$ cat src/rtl/inv_subbytes_seq.sv
// Inverse SubBytes engine: applies the AES inverse S-box to a 128-bit state, BYTES_PER_CYCLE bytes per clock.
// Defining INV_SUBBYTES_SELFCHECK_EN adds a forward-S-box recheck of every substituted byte, reported on err.
module inv_subbytes_seq #(
    parameter int BYTES_PER_CYCLE = 4
) (
    input  logic         clk,
    input  logic         rst,
    input  logic         in_valid,
    output logic         in_ready,
    input  logic [127:0] in_data,
    output logic         out_valid,
    input  logic         out_ready,
    output logic [127:0] out_data,
    output logic         busy,
    output logic         err
);
    localparam int         B        = BYTES_PER_CYCLE;
    localparam int         SW       = 8 * B;
    localparam logic [3:0] IDX_STEP = 4'(B);
    localparam logic [3:0] IDX_LAST = 4'(16 - B);

    generate
        if (!(B == 1 || B == 2 || B == 4 || B == 8 || B == 16)) begin : g_bad_param
            $error("inv_subbytes_seq: BYTES_PER_CYCLE must be 1, 2, 4, 8 or 16");
        end
    endgenerate

    function automatic logic [7:0] gf_mul(input logic [7:0] a, input logic [7:0] b);
        logic [7:0] p;
        logic [7:0] aa;
        logic [7:0] bb;
        p  = 8'h00;
        aa = a;
        bb = b;
        for (int i = 0; i < 8; i++) begin
            if (bb[0]) p = p ^ aa;
            aa = {aa[6:0], 1'b0} ^ (aa[7] ? 8'h1b : 8'h00);
            bb = bb >> 1;
        end
        return p;
    endfunction

    // x^254 is the multiplicative inverse in GF(2^8) and conveniently maps 0 to 0
    function automatic logic [7:0] gf_inv(input logic [7:0] x);
        logic [7:0] sq;
        logic [7:0] acc;
        sq  = x;
        acc = 8'h01;
        for (int i = 1; i < 8; i++) begin
            sq  = gf_mul(sq, sq);
            acc = gf_mul(acc, sq);
        end
        return acc;
    endfunction

    function automatic logic [7:0] inv_affine(input logic [7:0] b);
        return {b[1:0], b[7:2]} ^ {b[4:0], b[7:5]} ^ {b[6:0], b[7]} ^ 8'h05;
    endfunction

    function automatic logic [7:0] inv_sbox(input logic [7:0] x);
        return gf_inv(inv_affine(x));
    endfunction

    typedef enum logic [1:0] {
        S_IDLE,
        S_RUN,
        S_DONE
    } state_t;

    state_t        state;
    state_t        state_next;
    logic [127:0]  work;
    logic [3:0]    idx;
    logic [SW-1:0] run_bytes;
    logic [SW-1:0] sub_bytes;
    logic          last_step;

    // The bytes being substituted always sit at the top of work; the register rotates
    // left by one slice per RUN cycle and is back in original order after the last one.
    assign run_bytes = work[127 -: SW];
    assign last_step = (idx == IDX_LAST);

    always_comb begin
        sub_bytes = '0;
        for (int j = 0; j < B; j++) begin
            sub_bytes[8*j +: 8] = inv_sbox(run_bytes[8*j +: 8]);
        end
    end

    always_comb begin
        state_next = state;
        in_ready   = 1'b0;
        out_valid  = 1'b0;
        busy       = 1'b0;
        unique case (state)
            S_IDLE: begin
                in_ready = 1'b1;
                if (in_valid) state_next = S_RUN;
            end
            S_RUN: begin
                busy = 1'b1;
                if (last_step) state_next = S_DONE;
            end
            S_DONE: begin
                busy      = 1'b1;
                out_valid = 1'b1;
                if (out_ready) state_next = S_IDLE;
            end
            default: state_next = S_IDLE;
        endcase
    end

    always_ff @(posedge clk or posedge rst) begin
        if (rst) begin
            state <= S_IDLE;
            work  <= '0;
            idx   <= '0;
        end else begin
            state <= state_next;
            unique case (state)
                S_IDLE: begin
                    if (in_valid) begin
                        work <= in_data;
                        idx  <= '0;
                    end
                end
                S_RUN: begin
                    work <= (work << SW) | 128'(sub_bytes);
                    if (!last_step) idx <= idx + IDX_STEP;
                end
                default: ;
            endcase
        end
    end

    assign out_data = work;

`ifdef INV_SUBBYTES_SELFCHECK_EN
    function automatic logic [7:0] fwd_affine(input logic [7:0] b);
        return b ^ {b[3:0], b[7:4]} ^ {b[4:0], b[7:5]} ^ {b[5:0], b[7:6]} ^ {b[6:0], b[7]} ^ 8'h63;
    endfunction

    logic err_q;
    logic mismatch;

    always_comb begin
        mismatch = 1'b0;
        for (int j = 0; j < B; j++) begin
            if (fwd_affine(gf_inv(sub_bytes[8*j +: 8])) != run_bytes[8*j +: 8]) mismatch = 1'b1;
        end
    end

    always_ff @(posedge clk or posedge rst) begin
        if (rst) begin
            err_q <= 1'b0;
        end else if (state == S_RUN && mismatch) begin
            err_q <= 1'b1;
        end
    end

    assign err = err_q;
`else
    assign err = 1'b0;
`endif

endmodule
$ cat config.mk
export PLATFORM = sky130hd
export DESIGN_NAME = inv_subbytes_seq
export DESIGN_NICKNAME = d
export VERILOG_FILES = /design/src/rtl/inv_subbytes_seq.sv
export SDC_FILE = /design/constraint.sdc
export NUM_CORES = 2
export LEC_CHECK = 0
export CAP_MARGIN = 20
export CELL_PAD_IN_SITES_DETAIL_PLACEMENT = 0
export CELL_PAD_IN_SITES_GLOBAL_PLACEMENT = 2
export CORE_UTILIZATION = 41
export DETAILED_ROUTE_END_ITERATION = 12
export GPL_ROUTABILITY_DRIVEN = 0
export PLACE_DENSITY = 0.93
export SLEW_MARGIN = 20
export SYNTH_ARGS = -nofsm -noshare
export SYNTH_HDL_FRONTEND = slang
export SYNTH_SLANG_ARGS = --single-unit
$ cat constraint.sdc
create_clock -name clk -period 27.6 [get_ports clk]
set_input_delay 8.28 -clock clk [delete_from_list [all_inputs] [get_ports clk]]
set_output_delay 8.28 -clock clk [all_outputs]
set_load 0.05 [all_outputs]
==> impl_results.md <==
* Crit-path leading delay family: XOR/XNOR gates
* Post-CTS Setup Inserts at 0
* HP Class: reg2reg
* Met2 GRT Util at 40.1%
* R2r startpoint: out_data[121]
* Synth warn at 0
* Fill cells at 15900
* Hold path start: out_data[88]
* Syn Area/Cell at 7.42 µm²
* Register-to-register setup slack at 7600 ps
* Top cells by count, synth: xnor2_1, nor2_1, nand2_1
* CTS tree: built
* Ys flop type: dfrtp_1
* CP max stage delay at 1010 ps
* Clock-pin slew on the worst setup and hold paths at 70 ps
* Critical path type: reg2reg
* MaxCap Viol Count at 0
* Post-synth EDFFs at 0
* Die ar. at 0.162 mm²
* Vias at 62800
* HPWL Detailed at 150000 µm
* Slowest-stage cell, CP: dfrtp_1
* Initial DRC Count at 5423
* GRT Total Usage at 24.7%
* Vias per inst at 5.76
* First-pass GRT wire length at 334000 µm
* Pre-antenna DRT Iters at 6
* M1 GR Usage at 35.2%
* Post-cts resize count at 0
* Clk Latency, worst-skew pair at 510 ps
* Critical R2R Capture: out_data[27]
* Port-buffer cells at 262
* Synth cell types at 123
* Max Root-Sink Buffers at 2
* RSZ-0062 raised after global routing: no
* Die height at 403 µm
* FF+latch count, synth at 132
* Ys async rst share at 100%
* Die span in x at 403 µm
* Syn-to-layout area delta at 8.53%
* Clk sinks at 132
* Synth area leaders: xnor2_1, xnor3_1, nor2_1, xor2_1, nand2_1
* Worst slew pin tran at 1130 ps
* Root Buffer: clkbuf_16
* CP endpoint kind: flop
* Reg2reg path depth at 61
* Fin Clk Skew at 14.2 ps
* Initial Utilization at 41.5%
* DRC at 0
* Area of the multi-input gates at 0.0599 mm²
* Worst setup SP type: flop
* Syn nets at 9054
* Total Nets Final at 8983
* Yosys top cell area share at 22.5%
* Total gr overflow at 0
* Synth Instances at 8890
* Fin. Hold Viols at 0
* Largest net degree at the start of global routing at 97
* Crit-path max FO at 32
* Final WL at 207000 µm
* Hold Path Sink: out_data[88]
* Num rows at 146
* Detailed-route wire length per cell at 19.0 µm
* Synth area leader: xnor2_1
* Status: finished clean
* Met3 usage at 2.74%
* Final period util at 72.5%
* Slew Limit Headroom at 24.3%
* Post-Syn Area at 0.0659 mm²
* Core ar. at 0.159 mm²
* Most numerous cell in the Yosys netlist: xnor2_1
* Hold Path Cell Cnt at 2
* WP data required at 28000 ps
* Layout cells sized above 1 at 8.42%
* Reg area at 0.00330 mm²
* CP dominant cell by count: xnor2_1
* Setup TNS Final at 0 ps
* CTS Buf Count at 17
* Hold_buf cts at 0
* ANT nets after route at 0
* Grt peak-use layer: met2
* Minimum clock period at 20000 ps
* Max-slew violation count at 0
* Max Fclk at 50.0 MHz
* Vias in the first global route at 59000
* Initial antenna violation count at 4
* Count of buffer and inverter cells on the critical path at 5
* IO Pins at 264
* H-tree Lvls at 4
* Final setup viols at 0
* Seq/Total Area, Yosys at 5.01%
* Critical Path AT at 20400 ps
worst register-to-register path, delay by kind of cell, from the launching register on:
kind            cells  cell delay [ps]
xor+xnor           18             6380
compound gates     17             4700
simple gates       12             3160
fa+ha+maj           4             2290
buf+inv             5             1440
flops               1             1010
mux                 5              920
area by class of cell:
cell class                      count  area share (%)
Antenna cell                        1         0.00350
Clock buffer                       20           0.638
Clock inverter                     12           0.150
Inverter                          126           0.668
Multi-Input combinational cell   8000            83.7
Sequential cell                   132            4.62
Tap cell                         2072            3.62
Timing Repair Buffer              542            6.62
placed cells by master, fill, tap and decap left out, drive strengths merged, types with 35 or more instances in the layout:
cell type / instances
mux2i: 333
clkdlybuf4s50: 262
o211ai: 106
nor4: 49
xnor3: 262
xnor2: 1839
nor3: 230
a21oi: 444
a21o: 40
nand4: 35
xor2: 459
nand2b: 53
nor2: 1195
a22oi: 66
or3: 45
nand3: 206
a31oi: 80
buf: 280
inv: 108
nand2: 911
o22ai: 138
xor3: 42
o21ai: 535
and2: 67
and3: 67
a211oi: 105
dfrtp: 132
or2: 39
nor2b: 67
sequential cells by signal (all words and copies together) (netlist names):
name	cells
out_data	128
state	2
idx	2
cells by family (layout without fill, tap and decap cells):
group,after synthesis,count (layout),synth area share [%]
fa+ha+maj,41,41,0.744
compound gates,1953,1953,19.2
simple gates,3030,3030,20.2
other cells,1,2,0.00569
buf+inv,758,700,5.03
mux,373,373,5.91
flops,132,132,5.01
xor+xnor,2602,2602,43.8
through the flow:
stage | hold WS, ps | setup slack, ps | instance area [µm²] | util, % | std cells
2_1_floorplan | 476 | 11230 | 65900 | - | 8890
3_3_place_gp | 485 | 8560 | 70900 | 44.6 | 10900
3_5_place_dp | 492 | 7970 | 71000 | 44.7 | 10900
4_1_cts | 508 | 7870 | 71500 | 45.0 | 10900
5_1_grt | 535 | 6190 | 71600 | 45.0 | 10900
6_report | 503 | 7600 | 71600 | 45.0 | 10900
worst max path at each step:
stage             startpoint            to  slack, ps  cells after the start
4_1_cts        out_data[121]  out_data[27]       7870                     61
6_report       out_data[121]  out_data[27]       7600                     61
3_5_place_dp   out_data[121]  out_data[27]       7970                     61
5_1_grt        out_data[121]  out_data[27]       6190                     61
2_1_floorplan  out_data[127]  out_data[26]      11230                     72
3_3_place_gp   out_data[121]  out_data[27]       8560                     61
metal layers:
metal / wire length, µm / part of all wire (%) / vias up
li1: - / - / 30700
met2: 95200 / 46 / 1815
met1: 97600 / 47 / 30100
met3: 11900 / 5.7 / 200
met4: 2690 / 1.3 / 4
met5: 27 / 0.013 / -
Power is not shown: default switching activity piles up to over one toggle a cycle in this logic, so the estimate is an artifact.
